===== config.mk =====
export PLATFORM = sky130hd
export DESIGN_NAME = id_ex_stage
export DESIGN_NICKNAME = d
export VERILOG_FILES = /design/src/rtl/pipeline_pkg.sv /design/src/rtl/id_ex_stage_hazard_detect.sv /design/src/rtl/id_ex_stage.sv
export SDC_FILE = /design/constraint.sdc
export NUM_CORES = 1
export LEC_CHECK = 0
export BUFFER_PORTS_ARGS = -buffer_cell sky130_fd_sc_hd__buf_2
export CAP_MARGIN = 20
export CORE_AREA = 2 2 128 130
export DETAILED_ROUTE_END_ITERATION = 7
export DIE_AREA = 0 0 130 132
export HOLD_SLACK_MARGIN = 0.12
export PLACE_DENSITY_LB_ADDON = 0.05
export SLEW_MARGIN = 20
export SYNTH_ARGS = -nofsm -noshare
export SYNTH_HDL_FRONTEND = slang
export SYNTH_SLANG_ARGS = --single-unit

===== constraint.sdc =====
create_clock -name clk -period 3.8 [get_ports clk]
set_input_delay 0.57 -clock clk [delete_from_list [all_inputs] [get_ports clk]]
set_output_delay 0.57 -clock clk [all_outputs]
set_load 0.01 [all_outputs]

===== src/rtl/pipeline_pkg.sv =====
// Shared definitions for the 5-stage pipeline: control bundle layout, bubble value, stage FSM states.
package pipeline_pkg;

    localparam int unsigned CTRL_W = 9;
    localparam int unsigned REG_W  = 5;
    localparam int unsigned CNT3_W = 3;

    // Control bundle bit positions, LSB first
    localparam int unsigned CTRL_REG_WRITE  = 0;
    localparam int unsigned CTRL_MEM_TO_REG = 1;
    localparam int unsigned CTRL_MEM_READ   = 2;
    localparam int unsigned CTRL_MEM_WRITE  = 3;
    localparam int unsigned CTRL_ALU_SRC    = 4;
    localparam int unsigned CTRL_REG_DST    = 5;
    localparam int unsigned CTRL_ALU_OP_LSB = 6;
    localparam int unsigned CTRL_ALU_OP_MSB = 8;

    // All-zero control bundle: nothing written, nothing accessed
    localparam logic [CTRL_W-1:0] CTRL_NOP = '0;

    typedef enum logic {
        IDLE  = 1'b0,
        STALL = 1'b1
    } stage_state_t;

endpackage


===== src/rtl/id_ex_stage_hazard_detect.sv =====
// Load-use hazard equation: a load in EX whose destination is a source of the instruction in ID.
module hazard_detect
    import pipeline_pkg::*;
(
    input  logic             mem_read_ex,
    input  logic             reg_write_ex,
    input  logic [REG_W-1:0] rt_ex,
    input  logic [REG_W-1:0] rs_id,
    input  logic [REG_W-1:0] rt_id,
    input  logic             uses_rt_id,
    output logic             hazard
);

    // r0 is hardwired zero, so a load targeting it never creates a dependency
    always_comb begin
        hazard = mem_read_ex & reg_write_ex & (rt_ex != '0)
               & ((rt_ex == rs_id) | (uses_rt_id & (rt_ex == rt_id)));
    end

endmodule


===== src/rtl/id_ex_stage.sv =====
// ID/EX pipeline register with load-use stall FSM, branch flush and saturating stall counter.
module id_ex_stage #(
    parameter int unsigned DATA_W            = 32,
    parameter int unsigned CTRL_W            = pipeline_pkg::CTRL_W,
    parameter int unsigned LOAD_STALL_CYCLES = 1,
    parameter int unsigned CNT_W             = 16
) (
    input  logic              clk,
    input  logic              reset,
    input  logic              flush,
    input  logic [CTRL_W-1:0] ctrl_id,
    input  logic              uses_rt_id,
    input  logic [4:0]        rs_id,
    input  logic [4:0]        rt_id,
    input  logic [4:0]        rd_id,
    input  logic [DATA_W-1:0] pc_plus4_id,
    input  logic [DATA_W-1:0] rd1_id,
    input  logic [DATA_W-1:0] rd2_id,
    input  logic [DATA_W-1:0] imm_id,
    output logic [CTRL_W-1:0] ctrl_ex,
    output logic [4:0]        rs_ex,
    output logic [4:0]        rt_ex,
    output logic [4:0]        rd_ex,
    output logic [DATA_W-1:0] pc_plus4_ex,
    output logic [DATA_W-1:0] rd1_ex,
    output logic [DATA_W-1:0] rd2_ex,
    output logic [DATA_W-1:0] imm_ex,
    output logic              pc_write,
    output logic              if_id_write,
    output logic              stall,
    output logic [CNT_W-1:0]  stall_count
);

    import pipeline_pkg::*;

    stage_state_t      state_q;
    stage_state_t      state_d;
    logic [CNT3_W-1:0] cnt_q;
    logic [CNT3_W-1:0] cnt_d;
    logic              hazard;
    logic              load_bubble;
    logic              count_inc;

    hazard_detect u_hazard_detect (
        .mem_read_ex  (ctrl_ex[CTRL_MEM_READ]),
        .reg_write_ex (ctrl_ex[CTRL_REG_WRITE]),
        .rt_ex        (rt_ex),
        .rs_id        (rs_id),
        .rt_id        (rt_id),
        .uses_rt_id   (uses_rt_id),
        .hazard       (hazard)
    );

    // Next-state and stall control; flush overrides both hazard and an ongoing stall
    always_comb begin
        state_d     = state_q;
        cnt_d       = cnt_q;
        load_bubble = 1'b0;
        count_inc   = 1'b0;
        pc_write    = 1'b1;
        if_id_write = 1'b1;
        stall       = 1'b0;

        if (flush) begin
            load_bubble = 1'b1;
            state_d     = IDLE;
            cnt_d       = '0;
        end else begin
            case (state_q)
                IDLE: begin
                    if (hazard) begin
                        stall       = 1'b1;
                        pc_write    = 1'b0;
                        if_id_write = 1'b0;
                        load_bubble = 1'b1;
                        count_inc   = 1'b1;
                        if (LOAD_STALL_CYCLES > 1) begin
                            state_d = STALL;
                            cnt_d   = CNT3_W'(LOAD_STALL_CYCLES - 1);
                        end
                    end
                end
                STALL: begin
                    // EX holds a bubble here, so the hazard cannot be live
                    stall       = 1'b1;
                    pc_write    = 1'b0;
                    if_id_write = 1'b0;
                    load_bubble = 1'b1;
                    count_inc   = 1'b1;
                    cnt_d       = cnt_q - CNT3_W'(1);
                    if (cnt_q == CNT3_W'(1)) begin
                        state_d = IDLE;
                    end
                end
                default: begin
                    state_d = IDLE;
                    cnt_d   = '0;
                end
            endcase
        end
    end

    // FSM state and bubble down-counter
    always_ff @(posedge clk) begin
        if (reset) begin
            state_q <= IDLE;
            cnt_q   <= '0;
        end else begin
            state_q <= state_d;
            cnt_q   <= cnt_d;
        end
    end

    // Stage register: ID values, or an all-zero bubble when stalling or flushing
    always_ff @(posedge clk) begin
        if (reset || load_bubble) begin
            ctrl_ex     <= CTRL_NOP;
            rs_ex       <= '0;
            rt_ex       <= '0;
            rd_ex       <= '0;
            pc_plus4_ex <= '0;
            rd1_ex      <= '0;
            rd2_ex      <= '0;
            imm_ex      <= '0;
        end else begin
            ctrl_ex     <= ctrl_id;
            rs_ex       <= rs_id;
            rt_ex       <= rt_id;
            rd_ex       <= rd_id;
            pc_plus4_ex <= pc_plus4_id;
            rd1_ex      <= rd1_id;
            rd2_ex      <= rd2_id;
            imm_ex      <= imm_id;
        end
    end

    // Hazard bubble counter, sticks at all-ones instead of wrapping
    always_ff @(posedge clk) begin
        if (reset) begin
            stall_count <= '0;
        end else if (count_inc && (stall_count != {CNT_W{1'b1}})) begin
            stall_count <= stall_count + CNT_W'(1);
        end
    end

endmodule


# ---- Yosys cells after proc, flatten, opt, wreduce, memory -nomap -nowiden
# Index checks and enable logic that the tools add are counted.
dict set report classes {
  add_sub_neg 2
  eq_ne 4
  muxes 8
  bitwise_logic 6
  reduce_logical 5
}
# cell n
set ops {}
lappend ops {{adder 16 x 1 -> 16 bit, second input constant} 1}
lappend ops {{inequality test 16 bit, second input constant} 1}
lappend ops {{== test 5 bit} 2}
lappend ops {{two-way mux 1 bit} 6}
lappend ops {{nonzero test 5 bit} 1}
lappend ops {{AND 1 bit} 4}
lappend ops {{one-hot mux 1 bit (2 select lines)} 2}
lappend ops {{== test 3 x 1 -> 1 bit, second input constant} 1}
lappend ops {{OR reduction 3 bit} 1}
lappend ops {{subtractor 3 x 1 -> 3 bit, second input constant} 1}
lappend ops {{OR reduction 2 bit} 1}
lappend ops {{logical AND 1 bit} 1}
lappend ops {{logical OR 1 bit} 1}
lappend ops {{NOT 1 bit} 1}
lappend ops {{OR 1 bit} 1}
dict set report totals {
  regBits 172
  inputBits 156
}

# ---- Longest topological paths before layout
# Gate-level depths: netlist (run 1).
dict set report depth {
  word_depth 8
  ltp_mapped 8
}

# ---- Cells and area by module
# From an unflattened synthesis (run 1), not the netlist that was laid out.
dict set report hier_totals {
  hier_cells 459
  hier_area_um2 5243.8
}
# module instances cells_each area_each_um2 seq_area_each_um2
set modules_own_cells {}
lappend modules_own_cells {id_ex_stage 1 442 5109.9 3443.3}
lappend modules_own_cells {hazard_detect 1 17 133.9 0.0}

# ---- Least setup slack after synthesis (run 1)
# Ideal clock, no wire load.
dict set report synth_path {
  path_type {input-to-output}
  startpoint {in rs_id[4]}
  endpoint {out pc_write}
  t_arrival_ns 1.641
  required_ns 3.230
  setup_slack_ns 1.589
  stages 6
  path_cell_list {xnor2_1 nand3_1 o22ai_1 a21oi_2 or2_2 buf_4}
}
dict set report synth_via {
  elab_chain_len 6
}
# element line
set synth_rtl {}
lappend synth_rtl {{start, declared} id_ex_stage.sv:13} ;# input logic [4:0] rs_id,
lappend synth_rtl {{== test 5 bit} id_ex_stage_hazard_detect.sv:17} ;# & ((rt_ex == rs_id) | (uses_rt_id & (rt_ex == rt_id)));
lappend synth_rtl {{OR 1 bit} id_ex_stage_hazard_detect.sv:17}
lappend synth_rtl {{AND 1 bit} id_ex_stage_hazard_detect.sv:17}
lappend synth_rtl {{two-way mux 1 bit} n/a}
lappend synth_rtl {{one-hot mux 1 bit (2 select lines)} n/a}
lappend synth_rtl {{two-way mux 1 bit} n/a}
lappend synth_rtl {{end, declared} id_ex_stage.sv:28} ;# output logic pc_write,
# Every way passes these cells.

# ---- Final worst setup path (run 1)
dict set report layout_path {
  startpoint {reg rt_ex[0]}
  endpoint {out stall}
}
dict set report layout_via {
  elab_chain_len 7
  elab_cells_between_ends 10
  classes_between {2 x eq/ne; 3 x mux; 4 x bitwise; 1 x reduce/logical}
}
# element line
set layout_rtl {}
lappend layout_rtl {{start, declared} id_ex_stage.sv:22} ;# output logic [4:0] rt_ex,
lappend layout_rtl {{start signal, assigned} id_ex_stage.sv:128} ;# rt_ex <= rt_id;
lappend layout_rtl {{== test 5 bit} id_ex_stage_hazard_detect.sv:17}
lappend layout_rtl {{AND 1 bit} id_ex_stage_hazard_detect.sv:17}
lappend layout_rtl {{OR 1 bit} id_ex_stage_hazard_detect.sv:17}
lappend layout_rtl {{AND 1 bit *} id_ex_stage_hazard_detect.sv:17}
lappend layout_rtl {{two-way mux 1 bit *} id_ex_stage.sv:71} ;# if (hazard) begin
lappend layout_rtl {{one-hot mux 1 bit (2 select lines) *} id_ex_stage.sv:69} ;# case (state_q)
lappend layout_rtl {{two-way mux 1 bit *} id_ex_stage.sv:64} ;# if (flush) begin
lappend layout_rtl {{end, declared} id_ex_stage.sv:30} ;# output logic stall,
# Every way passes the cells marked *; elsewhere a longest branch is shown, timed or not.

==> flow_summary_export.csv, run 1 <==
group,metric,value,unit
clock_network,clk_path_buf_depth,2,
finish,layoutNonFillerInstCount,1012,
critical_path,r2r-end,"rd1_ex[17]$_SDFF_PP0_",
synth,synth_edf_count,0,
timing,min_period,2.70,ns
clock_network,h-tree-depth,4,
die,io_pins,327,
clock_network,clock-sinks,172,
synth,async_reset_ff_share,0,%
clock_network,cts_setup_buffers,0,
finish,register_area,3440,um2
critical_path,crit_slowest_cell,"or4_1",
pwr,combPwrFrac,7.0,%
critical_path,critical_path.top_delay_family,"simple AND/OR/NAND/NOR gates",
clock_network,clock_latency,0.42,ns
clock_network,clk_pin_slew,0.06,ns
route,drcViolationCount,0,
synth,synth_ff_type,"dfxtp_1",
place,dp_hpwl,11300,um
critical_path,critPathMaxFanout,4,
timing,period_share,70.9,%
finish,nNetsFinal,943,
die,die_area,17200,um2
global_routing,grt_pass1_wl,22200,um
die,die_x,130,um
pwr,clockPowerShare,43.5,%
finish,utilization,48.8,%
timing,worst_pin_slew,0.829,ns
finish,drive_gt1_share,51.8,%
critical_path,worst-path-stages,7,
finish,nFillCells,1503,
flow_run,max_cap_violations,0,
clock_network,cts_tree,"built",
synth,syn_area,5300,um2
synth,syn_avg_cell_area,11.5,um2
critical_path,cp.arrival,2.13,ns
critical_path,worstSetupPathType,"flip-flop to primary output",
critical_path,crit_path_frequent_cell,"inv_1",
timing,slew_headroom,44.7,%
pwr,p_sw_share,21.1,%
clock_network,cts_resized,0,
route,drt_iter0_markers,138,
timing,drv_slew,0,
die,dieHeight,132,um
global_routing,track_usage,16.9,%
place,portBuffers,326,
timing,rsz0062_at_grt,"false",
route,ant_nets,0,
finish,area_growth,44.7,%
die,rows,46,
critical_path,start_kind,"flip-flop",
pwr,power_switching,0.805,mW
pwr,p_int,3.01,mW
outcome,status,"finished clean",
route,viasPerCell,4.13,
timing,final.setup.tns,0,ns
global_routing,grt_pass1_vias,4101,
hold_path,worstHoldPathCells,2,
place,placed_area,7110,um2
synth,synth-seq-cells,172,
route,dr.pass1.iters,4,
critical_path,required,3.23,ns
critical_path,path_buf_inv,3,
finish,final_area,7670,um2
place,placedCellCount,981,
route,totalWireLength,14600,um
hold_path,hold_class,"input port to flip-flop",
place,gp_routability_congestion,0.754,
die,core-area,15700,um2
timing,hold_viol,0,
synth,synth.largest_area_cell,"dfxtp_1",
synth,ys_top_cells_by_area,"dfxtp_1, and2_1, and2_2, xnor2_1, a21oi_1",
synth,yosysSeqAreaShare,64.9,%
global_routing,grt_overflow_total,0,
synth,synth_fp_nets,621,
timing,setup_viol,0,
synth,synth_warnings,0,
timing,clock.fmax,0.371,GHz
hold_path,min_to,"ctrl_ex[0]$_SDFF_PP0_",
critical_path,rrSetupSlack,1.15,ns
clock_network,cts-root-buf,"clkbuf_16",
critical_path,timing.rr.start,"rt_ex[0]$_SDFF_PP0_",
timing,skew,0.00894,ns
route,post_drt_wl_per_cell,14.4,um
synth,synth_cells,462,
synth,yosysTopAreaCellShare,64.9,%
hold_path,hp-start,"ctrl_id[0]",
critical_path,cp_slowest_stage_delay,0.55,ns
pwr,vdd_drop_max,0.000278,V
pwr,p_seq_share,49.5,%
clock_network,cts_hold_buf,0,
route,vias,4181,
critical_path,cp-end-kind,"primary output",
pwr,pwr_density_cell,497,nW/um2
finish,multi_input_area,1690,um2
critical_path,r2r_cells,7,
clock_network,numCtsBuffers,17,
die,initial_core_util,33.8,%
global_routing,grt_max_degree,68,
critical_path,crit_chain,"or4_1 > o211ai_2 > inv_1 > a21oi_2 > or2_2 > inv_1 > buf_2",
synth,ys_types,35,
pwr,leakage,3.82,nW
timing,fin_ws,1.10,ns
global_routing,grt_antenna_before_repair,1,
place,pre_cts_ws,1.13,ns
==> worst reg2reg max path: cells and delay by family (launching register included) <==
family | cells | cell delay (ns)
and+or+nand+nor | 3 | 1.49
DFF | 1 | 0.35
buffers and inverters | 2 | 0.39
AOI/OAI and AO/OA | 2 | 0.38
==> metrics by stage <==
stage / hold slack (ns) / total power [mW]
2_1_floorplan: 0.456 / 2.04
3_3_place_gp: 0.474 / 2.19
3_5_place_dp: 0.492 / 2.20
4_1_cts: 0.326 / 3.86
5_1_grt: 0.332 / 3.98
6_report: 0.349 / 3.81
==> cell families (layout without fill, tap and decap cells) <==
logic type	after synthesis	after routing	share of synthesized area (%)
adders and majority gates	3	3	0.708
AOI/OAI and AO/OA	34	34	3.89
buffers and inverters	35	368	3.23
muxes	1	1	0.189
DFF	172	172	64.9
and+or+nand+nor	204	204	24.9
other	0	1	0
xor gates and xnor gates	13	13	2.15
==> worst max path at each step <==
| stage | to | slack [ns] | from |
|---|---|---|---|
| after floorplan | pc_write | 1.59 | rs_id[4] |
| after global placement | rd1_ex[25]$_SDFF_PP0_ | 1.22 | rt_ex[0]$_SDFF_PP0_ |
| after detailed placement | rd2_ex[17]$_SDFF_PP0_ | 1.13 | rt_ex[0]$_SDFF_PP0_ |
| after CTS | stall | 1.06 | rt_ex[0]$_SDFF_PP0_ |
| after global routing | imm_ex[2]$_SDFF_PP0_ | 0.86 | rt_ex[0]$_SDFF_PP0_ |
| final | stall | 1.10 | rt_ex[0]$_SDFF_PP0_ |
==> registers in the layout, indices dropped and copies added (netlist names) <==
name and count:
cnt_q 3, imm_ex 32, pc_plus4_ex 32, rd_ex 5, stall_count 16, rd1_ex 32, rs_ex 5, ctrl_ex 9
rt_ex 5, rd2_ex 32, state_q 1
==> synthesized netlist by cell type, types with 2 or more instances <==
library cell / number
dfxtp_1: 172
buf_4: 6
nand3_1: 6
or2_2: 3
nor2_1: 4
o31ai_1: 5
ha_1: 3
nand4_1: 4
a21oi_1: 14
xor2_1: 2
and2_1: 102
or4_1: 7
or3_1: 8
o21ai_0: 9
clkbuf_2: 8
nor3_1: 5
xnor2_1: 11
nand2_1: 7
a21oi_2: 2
and2_2: 50
inv_1: 10
clkbuf_1: 9
nor4_1: 3
==> cells in the final DEF (no fill, tap or decap), types with 4 or more instances in the layout <==
cell and n:
or4_1 7, inv_1 10, clkbuf_1 4, or3_1 8, nor3_1 5, o31ai_1 5, dfxtp_1 172, and2_2 50
nand2_1 7, o21ai_0 9, clkbuf_16 17, nor2_1 4, xnor2_1 11, nand4_1 4, buf_2 326, nand3_1 6
a21oi_1 14, and2_1 102
==> final cells by class <==
cell class              instances  share of cell area (%)
flip-flops and latches        172                    44.9
multi-input cells             255                    22.0
repair buffers                328                    21.8
clock buffers                  23                    6.10
well taps                     216                    3.52
clock inverters                 7                    1.19
inverters                      10                   0.489
diodes                          1                  0.0326
==> power groups by stage <==
stage	Combinational [mW]	Sequential, mW	Clock [mW]
after detailed placement	0.272	1.93	0
after global routing	0.296	1.89	1.79
final	0.268	1.89	1.66
after CTS	0.274	1.89	1.70
after floorplan	0.0786	1.96	0
after global placement	0.270	1.92	0
==> layer usage <==
| layer | part of all wire (%) | up-vias | track usage [%] |
|---|---|---|---|
| met4 | 2.0 | 0 | 6.69 |
| met5 | 0 | - | 0 |
| met3 | 8.3 | 24 | 6.13 |
| li1 | - | 2115 | - |
| met2 | 52 | 181 | 30.0 |
| met1 | 38 | 1861 | 18.1 |
Note: power is estimated with default switching activity, not from simulation.
==> run 2, diff against run 1 <==
Settings changed: ABC_AREA set to 1, CORE_AREA 2 2 128 130 to 2 2 126 128, DIE_AREA 0 0 130 132 to 0 0 128 130.
Clock period 3.8 ns to 2.7 ns, I/O delays scaled along.
==> run 2 against run 1 <==
Net effect: clock skew fell by 0.00085 ns; via count up 21%; non-clock buffer count up 4; critical path depth rose by 4; critical path type unchanged; largest power group unchanged; highest routed layer unchanged.
==> flow_summary_export.csv, run 2 <==
group,metric,value,unit
synth,async_reset_ff_share,0,%
global_routing,track_usage,18.3,%
synth,synth_compound_area_share,0.557,%
synth,yosysTopAreaCellShare,58.9,%
pwr,p_seq_share,47.0,%
clock_network,cts_hold_buf,0,
finish,final_cell_mix,"buf_2, inv_1, nor2_1",
route,totalWireLength,15900,um
finish,final_area,8230,um2
global_routing,grt_use_met2,31.9,%
finish,drive_gt1_share,34.6,%
timing,setup_viol,0,
synth,synth_common_cells,"inv_1, nor2_1, dfxtp_1",
synth,yosys.area_share.adder,0.642,%
finish,nFillCells,1565,
die,dieHeight,130,um
critical_path,critical_path.startpoint,"rt_ex[4]$_SDFF_PP0_",
critical_path,required,2.30,ns
critical_path,rrSetupSlack,0.69,ns
synth,yosysSeqAreaShare,58.9,%
synth,synthMuxAreaShare,0,%
clock_network,clk_path_buf_depth,2,
place,gp_routability_congestion,0.758,
route,drcViolationCount,0,
synth,synth_ff_type,"dfxtp_1",
finish,layout_commonest_cell,"buf_2",
timing,skew,0.00809,ns
finish,layoutNonFillerInstCount,1274,
synth,synth-seq-cells,172,
route,viasPerCell,3.97,
pwr,p_sw_share,22.5,%
finish,nNetsFinal,1226,
clock_network,clk_pin_slew,0.07,ns
critical_path,cp.arrival,1.77,ns
synth,synth_cells,743,
timing,rsz0062_at_grt,"false",
flow_run,max_cap_violations,0,
critical_path,start_kind,"flip-flop",
pwr,combPwrFrac,7.6,%
timing,min_period,2.17,ns
clock_network,cts-root-buf,"clkbuf_16",
critical_path,endpoint,"stall",
synth,synth.largest_area_cell,"dfxtp_1",
critical_path,timing.rr.start,"stall_count[0]$_SDFFE_PP0P_",
pwr,leakage,4.94,nW
route,drt_iter0_markers,182,
synth,synth_fp_nets,902,
route,post_drt_wl_per_cell,12.4,um
hold_path,worstHoldPathCells,3,
die,initial_core_util,37.9,%
global_routing,grt_max_degree,52,
clock_network,cts_setup_buffers,0,
global_routing,top_usage_layer,"met2",
synth,syn_area,5840,um2
global_routing,grt_antenna_before_repair,1,
synth,syn_avg_cell_area,7.86,um2
place,portBuffers,326,
pwr,power_switching,1.27,mW
timing,drv_slew,0,
die,die_area,16600,um2
clock_network,h-tree-depth,4,
pwr,pwr_density_cell,685,nW/um2
finish,area_growth,40.9,%
global_routing,grt_pass1_vias,4263,
die,rows,46,
synth,synth_xor_area_share,0.300,%
route,ant_nets,0,
global_routing,gr-usage-met3,6.77,%
outcome,status,"finished clean",
clock_network,cts_resized,0,
clock_network,cts_tree,"built",
timing,hold_ws,0.192,ns
critical_path,worstSetupPathType,"flip-flop to primary output",
place,placed_area,7600,um2
global_routing,grt_overflow_total,0,
pwr,clockPowerShare,45.4,%
timing,worst_pin_slew,0.548,ns
critical_path,critPathMaxFanout,4,
place,placedCellCount,1240,
timing,period_share,80.4,%
synth,ys_top_cells_by_area,"dfxtp_1, inv_1, nor2_1, nand2_1, nand4_1",
synth,synth_top_family_by_area,"simple AND/OR/NAND/NOR gates",
clock_network,clock_latency,0.42,ns
critical_path,r2r-end,"stall_count[15]$_SDFFE_PP0P_",
route,dr.pass1.iters,4,
pwr,p_int,4.37,mW
global_routing,met1_usage,20.3,%
die,io_pins,327,
timing,slew_headroom,63.4,%
synth,synth_warnings,0,
route,vias,5054,
clock_network,numCtsBuffers,17,
synth,synth-simple-area-share,22.4,%
die,die_x,128,um
timing,final.setup.tns,0,ns
global_routing,grt_pass1_wl,23100,um
synth,yosysMostFrequentCell,"inv_1",
synth,synth_edf_count,0,
critical_path,r2r_cells,10,
critical_path,cp-end-kind,"primary output",
pwr,vdd_drop_max,0.000393,V
place,dp_hpwl,12300,um
timing,clock.fmax,0.460,GHz
clock_network,clock-sinks,172,
synth,ys_types,22,
timing,hold_viol,0,
die,core-area,15400,um2
hold_path,hold_class,"input port to flip-flop",
[run 2: logic make-up after synthesis]
group                      after synthesis
adders and majority gates                3
xor gates and xnor gates                 2
DFF                                    172
and+or+nand+nor                        320
AOI/OAI and AO/OA                        5
buffers and inverters                  241
[run 2: power groups by stage]
stage / clock, mW / sequential, mW / combinational (mW)
detailed placement: 0 / 2.71 / 0.435
global route: 2.73 / 2.66 / 0.486
CTS: 2.63 / 2.65 / 0.438
global placement: 0 / 2.71 / 0.436
finish: 2.56 / 2.65 / 0.430
floorplan: 0 / 2.76 / 0.152
[run 2: per-layer routing]
metal  vias up  wire length [um]
met4         0               411
met5         -                 0
met3        25              1180
met2       149              8040
li1       2737                 -
met1      2143              6210
[run 2: worst min-delay path by stage]
stage	start	endpoint	slack [ns]
after floorplan	cnt_q[2]$_SDFFE_PP0P_	state_q$_SDFF_PP0_	0.45
after global placement	cnt_q[1]$_SDFFE_PP0P_	cnt_q[1]$_SDFFE_PP0P_	0.47
after detailed placement	cnt_q[2]$_SDFFE_PP0P_	state_q$_SDFF_PP0_	0.48
after CTS	imm_id[30]	imm_ex[30]$_SDFF_PP0_	0.17
after global routing	rd1_id[25]	rd1_ex[25]$_SDFF_PP0_	0.17
final	pc_plus4_id[9]	pc_plus4_ex[9]$_SDFF_PP0_	0.19
[run 2: final cells by class]
type                    instances  area, um2  area share, %
multi-input cells             330       1400           17.0
inverters                     214        803           9.76
well taps                     192        240           2.92
repair buffers                332       1710           20.8
diodes                          2       5.00         0.0608
clock buffers                  21        470           5.71
flip-flops and latches        172       3440           41.8
clock inverters                11        159           1.93
[run 2: per-stage QoR]
stage	utilization, %	total power [mW]	setup WS (ns)
floorplan	-	2.91	0.892
global route	53.4	5.87	0.306
CTS	53.3	5.72	0.497
global placement	49.3	3.14	0.683
detailed placement	49.3	3.14	0.685
finish	53.4	5.64	0.528
[run 2: critical path, stage by stage (launching register included)]
cell,delay (ns)
dfxtp_1,0.39
inv_2,0.06
nand2_1,0.06
nand2_1,0.05
nor2_1,0.13
nand3_1,0.09
nand2_1,0.08
nand2_2,0.08
nand2_2,0.07
nand2_1,0.13
inv_1,0.08
buf_2,0.12
